### config.mk
export PLATFORM = sky130hd
export DESIGN_NAME = net_access_controller
export DESIGN_NICKNAME = d
export VERILOG_FILES = /design/src/rtl/net_access_controller.sv
export SDC_FILE = /design/constraint.sdc
export NUM_CORES = 1
export LEC_CHECK = 0
export ABC_AREA = 1
export CORE_UTILIZATION = 44
export CTS_BUF_LIST = sky130_fd_sc_hd__clkbuf_4
export CTS_CLUSTER_SIZE = 16
export DETAILED_ROUTE_END_ITERATION = 8
export PLACE_DENSITY = 0.94
export REMOVE_ABC_BUFFERS = 1
export SETUP_SLACK_MARGIN = 0.3
export SYNTH_ARGS = -nofsm -noshare
export SYNTH_HDL_FRONTEND = slang
export SYNTH_SLANG_ARGS = --single-unit
### constraint.sdc
create_clock -name CLK -period 2.7 [get_ports CLK]
set_clock_uncertainty 0.05 [all_clocks]
set_input_delay 0.81 -clock CLK [delete_from_list [all_inputs] [get_ports CLK]]
set_output_delay 0.81 -clock CLK [all_outputs]
set_load 0.02 [all_outputs]
### src/rtl/net_access_controller.sv
// Sequences MEM-stage NET_WRITE / NET_READ against the NoC network interface.
// Converts a single-cycle request into a valid/ready handshake and stalls the pipeline meanwhile.
module net_access_controller #(
    parameter int unsigned DEST_WIDTH     = 8,
    parameter int unsigned TIMEOUT_CYCLES = 1024
) (
    input  logic                  CLK,
    input  logic                  RESET,
    input  logic                  MEM_NET_WRITE,
    input  logic                  MEM_NET_READ,
    input  logic [31:0]           MEM_ALU_OUT,
    input  logic [31:0]           MEM_REG_DATA2,
    input  logic                  ERR_CLEAR,
    input  logic                  NI_TX_READY,
    input  logic                  NI_RX_VALID,
    input  logic [31:0]           NI_RX_DATA,
    output logic                  NI_TX_VALID,
    output logic [31:0]           NI_TX_DATA,
    output logic [DEST_WIDTH-1:0] NI_TX_DEST,
    output logic                  NI_RX_READY,
    output logic [31:0]           NET_READ_DATA,
    output logic                  PIPELINE_STALL,
    output logic                  NET_ERROR
);

    localparam int unsigned CNT_W  = (TIMEOUT_CYCLES > 0) ? $clog2(TIMEOUT_CYCLES + 1) : 1;
    localparam int unsigned TMAX_I = (TIMEOUT_CYCLES > 0) ? TIMEOUT_CYCLES - 1 : 0;
    localparam logic [CNT_W-1:0] CNT_MAX = CNT_W'(TMAX_I);

    typedef enum logic [1:0] {StIdle, StSend, StRecv, StDone} state_e;

    state_e                r_state, w_state_d;
    logic                  r_tx_valid, w_tx_valid_d;
    logic                  r_rx_ready, w_rx_ready_d;
    logic [31:0]           r_tx_data, w_tx_data_d;
    logic [DEST_WIDTH-1:0] r_tx_dest, w_tx_dest_d;
    logic [31:0]           r_rd_data, w_rd_data_d;
    logic [CNT_W-1:0]      r_cnt, w_cnt_d;
    logic                  r_err;
    logic                  w_err_set;
    logic                  w_timeout;
    logic                  w_unused_addr;

    assign w_unused_addr = ^MEM_ALU_OUT[31:DEST_WIDTH];

    // Timeout fires on the last allowed cycle; a handshake on that same cycle still wins.
    assign w_timeout = (TIMEOUT_CYCLES != 0) && (r_cnt == CNT_MAX);

    always_comb begin
        w_state_d    = r_state;
        w_tx_valid_d = r_tx_valid;
        w_rx_ready_d = r_rx_ready;
        w_tx_data_d  = r_tx_data;
        w_tx_dest_d  = r_tx_dest;
        w_rd_data_d  = r_rd_data;
        w_cnt_d      = r_cnt;
        w_err_set    = 1'b0;
        case (r_state)
            StIdle: begin
                w_cnt_d = '0;
                if (MEM_NET_WRITE) begin
                    w_tx_data_d  = MEM_REG_DATA2;
                    w_tx_dest_d  = MEM_ALU_OUT[DEST_WIDTH-1:0];
                    w_tx_valid_d = 1'b1;
                    w_state_d    = StSend;
                    w_err_set    = MEM_NET_READ;
                end else if (MEM_NET_READ) begin
                    w_rx_ready_d = 1'b1;
                    w_state_d    = StRecv;
                end
            end
            StSend: begin
                if (NI_TX_READY || w_timeout) begin
                    w_tx_valid_d = 1'b0;
                    w_cnt_d      = '0;
                    w_state_d    = StDone;
                    w_err_set    = !NI_TX_READY;
                end else if (TIMEOUT_CYCLES != 0) begin
                    w_cnt_d = r_cnt + CNT_W'(1);
                end
            end
            StRecv: begin
                if (NI_RX_VALID || w_timeout) begin
                    w_rx_ready_d = 1'b0;
                    w_cnt_d      = '0;
                    w_state_d    = StDone;
                    w_rd_data_d  = NI_RX_VALID ? NI_RX_DATA : 32'h0;
                    w_err_set    = !NI_RX_VALID;
                end else if (TIMEOUT_CYCLES != 0) begin
                    w_cnt_d = r_cnt + CNT_W'(1);
                end
            end
            StDone: begin
                w_state_d = StIdle;
            end
            default: begin
                w_state_d    = StIdle;
                w_tx_valid_d = 1'b0;
                w_rx_ready_d = 1'b0;
                w_cnt_d      = '0;
            end
        endcase
    end

    always_ff @(posedge CLK) begin
        if (RESET) begin
            r_state    <= StIdle;
            r_tx_valid <= 1'b0;
            r_rx_ready <= 1'b0;
            r_tx_data  <= '0;
            r_tx_dest  <= '0;
            r_rd_data  <= '0;
            r_cnt      <= '0;
            r_err      <= 1'b0;
        end else begin
            r_state    <= w_state_d;
            r_tx_valid <= w_tx_valid_d;
            r_rx_ready <= w_rx_ready_d;
            r_tx_data  <= w_tx_data_d;
            r_tx_dest  <= w_tx_dest_d;
            r_rd_data  <= w_rd_data_d;
            r_cnt      <= w_cnt_d;
            // Set has priority over a simultaneous clear.
            r_err      <= w_err_set | (r_err & ~ERR_CLEAR);
        end
    end

    always_comb begin
        PIPELINE_STALL = 1'b0;
        case (r_state)
            StIdle:         PIPELINE_STALL = MEM_NET_WRITE | MEM_NET_READ;
            StSend, StRecv: PIPELINE_STALL = 1'b1;
            default:        PIPELINE_STALL = 1'b0;
        endcase
    end

    assign NI_TX_VALID   = r_tx_valid;
    assign NI_TX_DATA    = r_tx_data;
    assign NI_TX_DEST    = r_tx_dest;
    assign NI_RX_READY   = r_rx_ready;
    assign NET_READ_DATA = r_rd_data;
    assign NET_ERROR     = r_err;

endmodule

==> results of run 1 <==
-- Yosys cell counts --
library cell,count,area share
clkbuf_1,20,0.022
ha_1,5,0.018
nand3b_1,1,0.0022
o21ai_2,1,0.0025
inv_2,1,0.0011
dfxtp_1,88,0.51
buf_6,3,0.0098
a21oi_1,46,0.066
inv_1,25,0.027
buf_2,2,0.0029
nand2_2,10,0.018
xor2_1,1,0.0025
o21ai_0,47,0.068
nand3_1,7,0.010
nand3_4,1,0.0051
nand2_4,2,0.0065
nor2_1,93,0.10
o22ai_1,1,0.0018
nand2_1,102,0.11
o21a_1,3,0.0065
nor2_4,2,0.0065
a31oi_1,1,0.0018
nand4_1,1,0.0018
-- cells in the final DEF (no fill, tap or decap), drive strengths merged --
master	instances
xor2	1
o21ai	48
ha	5
clkinv	3
clkbuf	9
clkdlybuf4s15	2
nand3b	1
inv	27
nand4	1
buf	13
o22ai	1
a21oi	46
nand2	114
dfxtp	88
o21a	3
nor2	95
clkdlybuf4s50	151
clkinvlp	3
a31oi	1
nand3	8
-- worst max path at each step --
stage                            from                end  slack [ps]  depth (start not counted)
global route               r_state[0]     PIPELINE_STALL         320                          7
CTS                      MEM_NET_READ     PIPELINE_STALL         320                          6
detailed placement       MEM_NET_READ     PIPELINE_STALL        -380                          6
floorplan               MEM_NET_WRITE          NET_ERROR         260                          6
finish              NET_READ_DATA[13]  NET_READ_DATA[13]         360                          1
global placement         MEM_NET_READ     PIPELINE_STALL        -360                          6
-- power by group --
group          leakage (uW)  total, uW  switching [uW]  internal (uW)
Combinational       0.00122       1960            1100            863
Sequential         0.000721       1700             138           1560
Clock             0.0000536        635             448            188
-- kinds of logic (layout without fill, tap and decap cells) --
logic type | count (synthesis) | in the layout | synth area share
buffers and inverters | 51 | 208 | 0.06248
xor gates and xnor gates | 1 | 1 | 0.002528
DFF | 88 | 88 | 0.5085
adders and majority gates | 5 | 5 | 0.01806
AOI/OAI and AO/OA | 99 | 99 | 0.1470
and+or+nand+nor | 219 | 219 | 0.2615
-- metal layers --
metal | wire length [um] | part of all wire | vias to the layer above
met3 | 488 | 0.048 | 35
met2 | 5348 | 0.53 | 145
met1 | 3853 | 0.38 | 1670
li1 | - | - | 1775
met5 | 0 | 0 | -
met4 | 427 | 0.042 | 0
-- timing repair --
item	4_1_cts	5_1_grt
endpoints found under the hold margin	0	0
setup buffers	1	2
endpoints found under the setup margin	1	1
pin swaps	0	1
resized for setup	12	8
-- area by class of cell --
| type | count | area (um^2) |
|---|---|---|
| Clock buffer | 9 | 67.56 |
| Inverter | 26 | 97.59 |
| Tap cell | 99 | 123.9 |
| Multi-Input combinational cell | 324 | 1501 |
| Fill cell | 540 | 2187 |
| Timing Repair Buffer | 166 | 1658 |
| Clock inverter | 7 | 47.55 |
| Sequential cell | 88 | 1764 |
-- worst reg2reg max path: stages, from the launching register on --
cell     delay (ps)
dfxtp_1         400
ha_1            210
nand2_2          90
nor2_4          210
nand3_4         160
nand2_4         100
nand2_4         220
nand2_1         140
a21oi_1          80
-- flip-flops by register name, indices dropped and copies added, names as in the netlist --
name and cells:
NET_READ_DATA 32, NI_TX_VALID 1, NET_ERROR 1, r_state 2, r_cnt 11, NI_RX_READY 1
NI_TX_DATA 32, NI_TX_DEST 8
-- stage by stage --
| stage | total power [uW] | hold slack [ps] | instance area, um^2 | instances |
|---|---|---|---|---|
| floorplan | 2693 | 390.5 | 3346 | 438 |
| global placement | 3512 | 396.3 | 5104 | 700 |
| detailed placement | 3609 | 401.1 | 5104 | 700 |
| CTS | 4284 | 420.6 | 5240 | 717 |
| global route | 4569 | 442.4 | 5260 | 719 |
| finish | 4293 | 417.2 | 5260 | 719 |
==> impl_metrics.env, run 1 <==
export IMPL_vias=3625
export IMPL_worstHoldPathType="flop to flop"
export IMPL_path_cells="clkdlybuf4s50_1"
export IMPL_ys_seq_area_frac=0.5085
export IMPL_place_ws_ps=-379.6
export IMPL_grt_pass1_wl_um=16390
export IMPL_required_ps=1840
export IMPL_die_area_um2=8233
export IMPL_clkLatencyLatePin_ps=410
export IMPL_viasPerCell=5.042
export IMPL_path_buf_inv=1
export IMPL_fin_crit_ps=2340
export IMPL_ys_ff_latch=88
export IMPL_crit_fanout=2
export IMPL_ff2ff_setup_slack_ps=940
export IMPL_clock_sinks=88
export IMPL_min_to="r_cnt[3]"
export IMPL_drtIter0Drc=223
export IMPL_portBuffers=154
export IMPL_p_leak_uw=0.001997
export IMPL_syn_inst=463
export IMPL_crit_family="buffers and inverters"
export IMPL_powerDensity_nw_per_um2=816.1
export IMPL_drive_above_1_share=0.08548
export IMPL_avgSynthCellArea_um2=7.483
export IMPL_fmax_ghz=0.4274
export IMPL_globalplace_congestion=0.8446
export IMPL_grt_use_met3=0.04882
export IMPL_fin_ws_ps=360.4
export IMPL_cp_arrival_ps=1480
export IMPL_maxCapViolCount=0
export IMPL_worstReg2RegEnd="NET_READ_DATA[28]"
export IMPL_initial_core_util=0.4652
export IMPL_fin_util=0.7063
export IMPL_gr_usage_met2=0.4571
export IMPL_post_drt_wl_per_cell_um=14.07
export IMPL_grt_max_degree=48
export IMPL_numCtsBuffers=9
export IMPL_path_class="flop to primary output"
export IMPL_die_h_um=90.74
export IMPL_hold_path_depth=2
export IMPL_totalWireLength_um=10120
export IMPL_final_setup_viol_count=0
export IMPL_diodes=0
export IMPL_dp_hpwl_um=7324
export IMPL_antenna_found_initial=0
export IMPL_finalSetupTns_ps=0
export IMPL_rsz0062_at_grt="false"
export IMPL_dr_pass1_iters=5
export IMPL_max_stage_delay_ps=650
export IMPL_synth_cell_types=23
export IMPL_path_clk_slew_ps=150
export IMPL_worstHoldStart="r_cnt[3]"
export IMPL_clockBufferDepth=2
export IMPL_die_w_um=90.74
export IMPL_grtUsageTotal=0.2483
export IMPL_hold_violations=0
export IMPL_cp_end_kind="primary output"
export IMPL_ios=179
export IMPL_grt_overflow_total=0
export IMPL_drc=0
export IMPL_report_final_slew_viol_count=0
export IMPL_slew_headroom=0.7050
export IMPL_area_delta_synth_final_pct=51.82
export IMPL_core_area_um2=7447
export IMPL_crit_path_start_kind="flop"
export IMPL_synth_area_um2=3465
export IMPL_cp_slowest_cell="clkdlybuf4s50_1"
export IMPL_layout_nets=723
export IMPL_num_rows=31
export IMPL_ff2ff_path_depth=8
export IMPL_top_usage_layer="met2"
export IMPL_r2r_start="r_cnt[0]"
export IMPL_cts_tree="yes"
export IMPL_postCtsHoldBufs=0
export IMPL_finalCritPeriodShare=0.8665
export IMPL_status="complete, no violations"
export IMPL_peakVddDrop_v=0.0004214
export IMPL_synth_warnings=0
export IMPL_cts_root_buf="clkbuf_4"
export IMPL_tightestPinTransition_ps=442.6
export IMPL_ant_nets=0
export IMPL_cts_htree_levels=3
export IMPL_use_met1=0.2659
export IMPL_grt_pass1_vias=3537
No activity file was read; power rests on OpenSTA's default activity.
==> run 2: changes to the inputs <==
CAP_MARGIN = 0   (was unset)
CELL_PAD_IN_SITES_DETAIL_PLACEMENT = 0   (was unset)
CELL_PAD_IN_SITES_GLOBAL_PLACEMENT = 1   (was unset)
CORE_UTILIZATION = 30   (was 44)
==> impl_metrics.env, run 2 (synthesized netlist as in run 1, its figures left out) <==
export IMPL_status="complete, no violations"
export IMPL_hold_slack_ps=422.2
export IMPL_dp_hpwl_um=6898
export IMPL_dr_pass1_iters=4
export IMPL_postCtsHoldBufs=0
export IMPL_final_cell_mix="clkdlybuf4s50_1, nand2_1, nor2_1"
export IMPL_core_area_um2=11030
export IMPL_worstHoldPathType="flop to flop"
export IMPL_crit_path_start_kind="primary input"
export IMPL_hold_violations=0
export IMPL_tightestPinTransition_ps=434.7
export IMPL_worstHoldStart="NET_READ_DATA[8]"
export IMPL_cp_end_kind="primary output"
export IMPL_clock_sinks=88
export IMPL_ios=179
export IMPL_clockBufferDepth=2
export IMPL_num_rows=38
export IMPL_cts_htree_levels=3
export IMPL_layout_nets=722
export IMPL_post_drt_wl_per_cell_um=12.64
export IMPL_path_clk_slew_ps=120
export IMPL_globalplace_congestion=0.7566
export IMPL_rsz0062_at_grt="true"
export IMPL_peakVddDrop_v=0.0003685
export IMPL_grt_pass1_vias=3273
export IMPL_fin_crit_ps=2338
export IMPL_required_ps=1840
export IMPL_ant_nets=0
export IMPL_slew_headroom=0.7102
export IMPL_grt_overflow_total=0
export IMPL_design_area_um2=5275
export IMPL_clkLatencyLatePin_ps=430
export IMPL_finalCritPeriodShare=0.8659
export IMPL_powerDensity_nw_per_um2=802.6
export IMPL_crit_fanout=2
export IMPL_numCtsBuffers=9
export IMPL_drc=0
export IMPL_totalWireLength_um=9595
export IMPL_drtIter0Drc=224
export IMPL_portBuffers=154
export IMPL_area_delta_synth_final_pct=52.26
export IMPL_final_setup_viol_count=0
export IMPL_drive_above_1_share=0.08885
export IMPL_path_class="primary input to primary output"
export IMPL_initial_core_util=0.3141
export IMPL_cts_tree="yes"
export IMPL_p_leak_uw=0.001992
export IMPL_cp_arrival_ps=1480
export IMPL_vias=3444
export IMPL_grtUsageTotal=0.1628
export IMPL_die_w_um=109.5
export IMPL_report_final_slew_viol_count=0
export IMPL_worstSetupStartpoint="MEM_NET_WRITE"
export IMPL_r2r_start="r_cnt[0]"
export IMPL_fmax_ghz=0.4277
export IMPL_viasPerCell=4.538
export IMPL_dpl_cell_area_um2=5130
export IMPL_power_total_uw=4234
export IMPL_cts_root_buf="clkbuf_4"
export IMPL_grt_pass1_wl_um=15120
export IMPL_maxCapViolCount=0
export IMPL_diodes=0
export IMPL_die_area_um2=11980
export IMPL_grt_max_degree=48
export IMPL_die_h_um=109.5
export IMPL_antenna_found_initial=0
export IMPL_final_common_cell="clkdlybuf4s50_1"
==> run 2: changes by cell type in the layout (fill, tap and decap cells not counted), sizes merged <==
| cell | change |
|---|---|
| buf | -1 |
| clkinvlp | -1 |
| dlygate4sd2 | +1 |
| clkdlybuf4s15 | -2 |
| clkinv | +1 |
| clkbuf | +1 |
==> run 2: where the power goes <==
| group | internal [uW] | switching, uW |
|---|---|---|
| clock network | 188 | 452 |
| registers | 1560 | 133 |
| logic | 843 | 1060 |
| total | 2590 | 1640 |
==> run 2: stage by stage <==
| step | setup slack, ps | cells | utilization | TNS [ps] |
|---|---|---|---|---|
| after floorplan | 255.6 | 438 | - | 0 |
| after global placement | -443.4 | 741 | 0.4651 | -443.4 |
| after detailed placement | -417.0 | 741 | 0.4651 | -417.0 |
| after CTS | 302.1 | 759 | 0.4780 | 0 |
| after global routing | 260.9 | 759 | 0.4782 | 0 |
| final | 362.1 | 759 | 0.4782 | 0 |
==> run 2: area by class of cell <==
class,instances,area (um^2)
Tap cell,140,175.2
Multi-Input combinational cell,324,1505
Fill cell,1055,5756
Timing Repair Buffer,165,1619
Clock inverter,7,46.29
Inverter,26,97.59
Clock buffer,9,67.56
Sequential cell,88,1764
==> run 2: worst paths after layout <==
| kind | endpoint | slack (ps) | cells past startpoint |
|---|---|---|---|
| worst max register to register | NET_READ_DATA[27] | 940 | 8 |
| worst min-delay path | NET_READ_DATA[8] | 420 | 2 |
| worst max-delay path | PIPELINE_STALL | 360 | 6 |
| worst min register to register | NET_READ_DATA[8] | 420 | 2 |
==> run 2: what timing repair did <==
action                     CTS  global route
setup buffers                2             0
setup endpoints to repair    1             1
gates resized for setup     14             8
cloned                       0             0
pin swaps                    0             0
==> run 2: critical path, cell delays in order <==
cell           delay, ps
dlygate4sd2_1        240
inv_1                 70
a21oi_2               50
o21ai_1              110
inv_1                 70
buf_6                130
==> run 2: routing by layer <==
metal | up-vias | GRT usage | routed length [um]
li1 | 1768 | - | -
met4 | 0 | 0.06571 | 172
met3 | 14 | 0.04268 | 564
met2 | 89 | 0.2866 | 4742
met5 | - | 0 | 0
met1 | 1573 | 0.1868 | 4115
==> run 3: changes to the inputs <==
SKIP_CTS_REPAIR_TIMING = 1   (was unset)
==> impl_metrics.env, run 3 (synthesized netlist as in run 1, its figures left out) <==
export IMPL_finalSetupTns_ps=0
export IMPL_portBuffers=154
export IMPL_totalWireLength_um=9577
export IMPL_maxCapViolCount=0
export IMPL_grt_pass1_wl_um=15040
export IMPL_grt_max_degree=48
export IMPL_status="complete, no violations"
export IMPL_rsz0062_at_grt="true"
export IMPL_path_cells="inv_2, ha_4, inv_4, a21oi_2, o21ai_1, inv_1, buf_6"
export IMPL_powerDensity_nw_per_um2=803.6
export IMPL_cp_slowest_cell="dfxtp_2"
export IMPL_worstHoldStart="NET_READ_DATA[9]"
export IMPL_drc=0
export IMPL_globalplace_congestion=0.7566
export IMPL_tightestPinTransition_ps=433.1
export IMPL_numCtsBuffers=9
export IMPL_layout_nets=723
export IMPL_path_clk_slew_ps=150
export IMPL_ff2ff_path_depth=8
export IMPL_ant_nets=0
export IMPL_crit_fanout=4
export IMPL_dpl_cell_area_um2=5130
export IMPL_worstHoldPathType="flop to flop"
export IMPL_final_cell_mix="clkdlybuf4s50_1, nand2_1, nor2_1"
export IMPL_ios=179
export IMPL_finalCritPeriodShare=0.8604
export IMPL_place_ws_ps=-417.0
export IMPL_die_h_um=109.5
export IMPL_cp_end_kind="primary output"
export IMPL_hold_violations=0
export IMPL_dr_pass1_iters=4
export IMPL_min_to="NET_READ_DATA[9]"
export IMPL_max_stage_delay_ps=390
export IMPL_path_class="flop to primary output"
export IMPL_hold_path_depth=2
export IMPL_cts_htree_levels=3
export IMPL_drive_above_1_share=0.08548
export IMPL_place_inst=741
export IMPL_r2r_start="r_cnt[0]"
export IMPL_final_setup_viol_count=0
export IMPL_vias=3447
export IMPL_final_common_cell="clkdlybuf4s50_1"
export IMPL_grt_pass1_vias=3264
export IMPL_peakVddDrop_v=0.0003741
export IMPL_hold_slack_ps=422.2
export IMPL_die_area_um2=11980
export IMPL_diodes=0
export IMPL_dp_hpwl_um=6898
export IMPL_grtUsageTotal=0.1620
export IMPL_area_delta_synth_final_pct=52.80
export IMPL_fin_ws_ps=377.0
export IMPL_grt_overflow_total=0
export IMPL_cts_root_buf="clkbuf_4"
export IMPL_fin_cells=760
export IMPL_fmax_ghz=0.4305
export IMPL_clock_sinks=88
export IMPL_cp_arrival_ps=1460
export IMPL_fin_crit_ps=2323
export IMPL_viasPerCell=4.536
export IMPL_initial_core_util=0.3141
export IMPL_cts_tree="yes"
export IMPL_slew_headroom=0.7113
export IMPL_p_leak_uw=0.002017
export IMPL_crit_path_start_kind="flop"
export IMPL_ff2ff_setup_slack_ps=930
export IMPL_clkLatencyLatePin_ps=430
export IMPL_core_area_um2=11030
export IMPL_num_rows=38
export IMPL_clockBufferDepth=2
export IMPL_worstReg2RegEnd="NET_READ_DATA[27]"
export IMPL_design_area_um2=5294
export IMPL_drtIter0Drc=233
export IMPL_die_w_um=109.5
export IMPL_post_drt_wl_per_cell_um=12.60
export IMPL_required_ps=1840
export IMPL_antenna_found_initial=0
export IMPL_n_fill_cell=1049
export IMPL_report_final_slew_viol_count=0
-- run 3: worst max path at each step --
stage / startpoint / to / cells after the start
after detailed placement: MEM_NET_READ / PIPELINE_STALL / 6
after global routing: r_state[0] / PIPELINE_STALL / 7
final: r_state[0] / PIPELINE_STALL / 7
after floorplan: MEM_NET_WRITE / NET_ERROR / 6
after global placement: MEM_NET_READ / PIPELINE_STALL / 6
after CTS: MEM_NET_READ / PIPELINE_STALL / 6
-- run 3: routing by layer --
| metal | up-vias | wire, um | GRT usage |
|---|---|---|---|
| met5 | - | 0 | 0 |
| met4 | 0 | 172 | 0.06762 |
| met3 | 14 | 582 | 0.04268 |
| met2 | 99 | 4711 | 0.2844 |
| met1 | 1563 | 4109 | 0.1854 |
| li1 | 1771 | - | - |
-- run 3: area by class of cell --
| class | count | area, um^2 | share of cell area |
|---|---|---|---|
| flip-flops and latches | 88 | 1764 | 0.3333 |
| repair buffers | 166 | 1638 | 0.3094 |
| multi-input cells | 324 | 1503 | 0.2839 |
| well taps | 140 | 175.2 | 0.03309 |
| inverters | 26 | 100.1 | 0.01891 |
| clock buffers | 9 | 67.56 | 0.01276 |
| clock inverters | 7 | 46.29 | 0.008745 |
-- run 3: where the power goes --
part / leakage, uW / switching [uW] / internal [uW]
registers: 0.000721 / 136 / 1560
clock network: 0.0000597 / 454 / 188
logic: 0.00124 / 1060 / 856
-- run 3: worst max-delay path, delay by kind of cell, from the launching register on --
| kind | cells | cell delay (ps) |
|---|---|---|
| DFF | 1 | 390 |
| buffers and inverters | 4 | 320 |
| adders and majority gates | 1 | 170 |
| AOI/OAI and AO/OA | 2 | 150 |
-- run 3: through the flow --
step,utilization,power [uW]
floorplan,-,2693
global placement,0.4651,3525
detailed placement,0.4651,3566
CTS,0.4754,4218
global route,0.4799,4564
finish,0.4799,4254
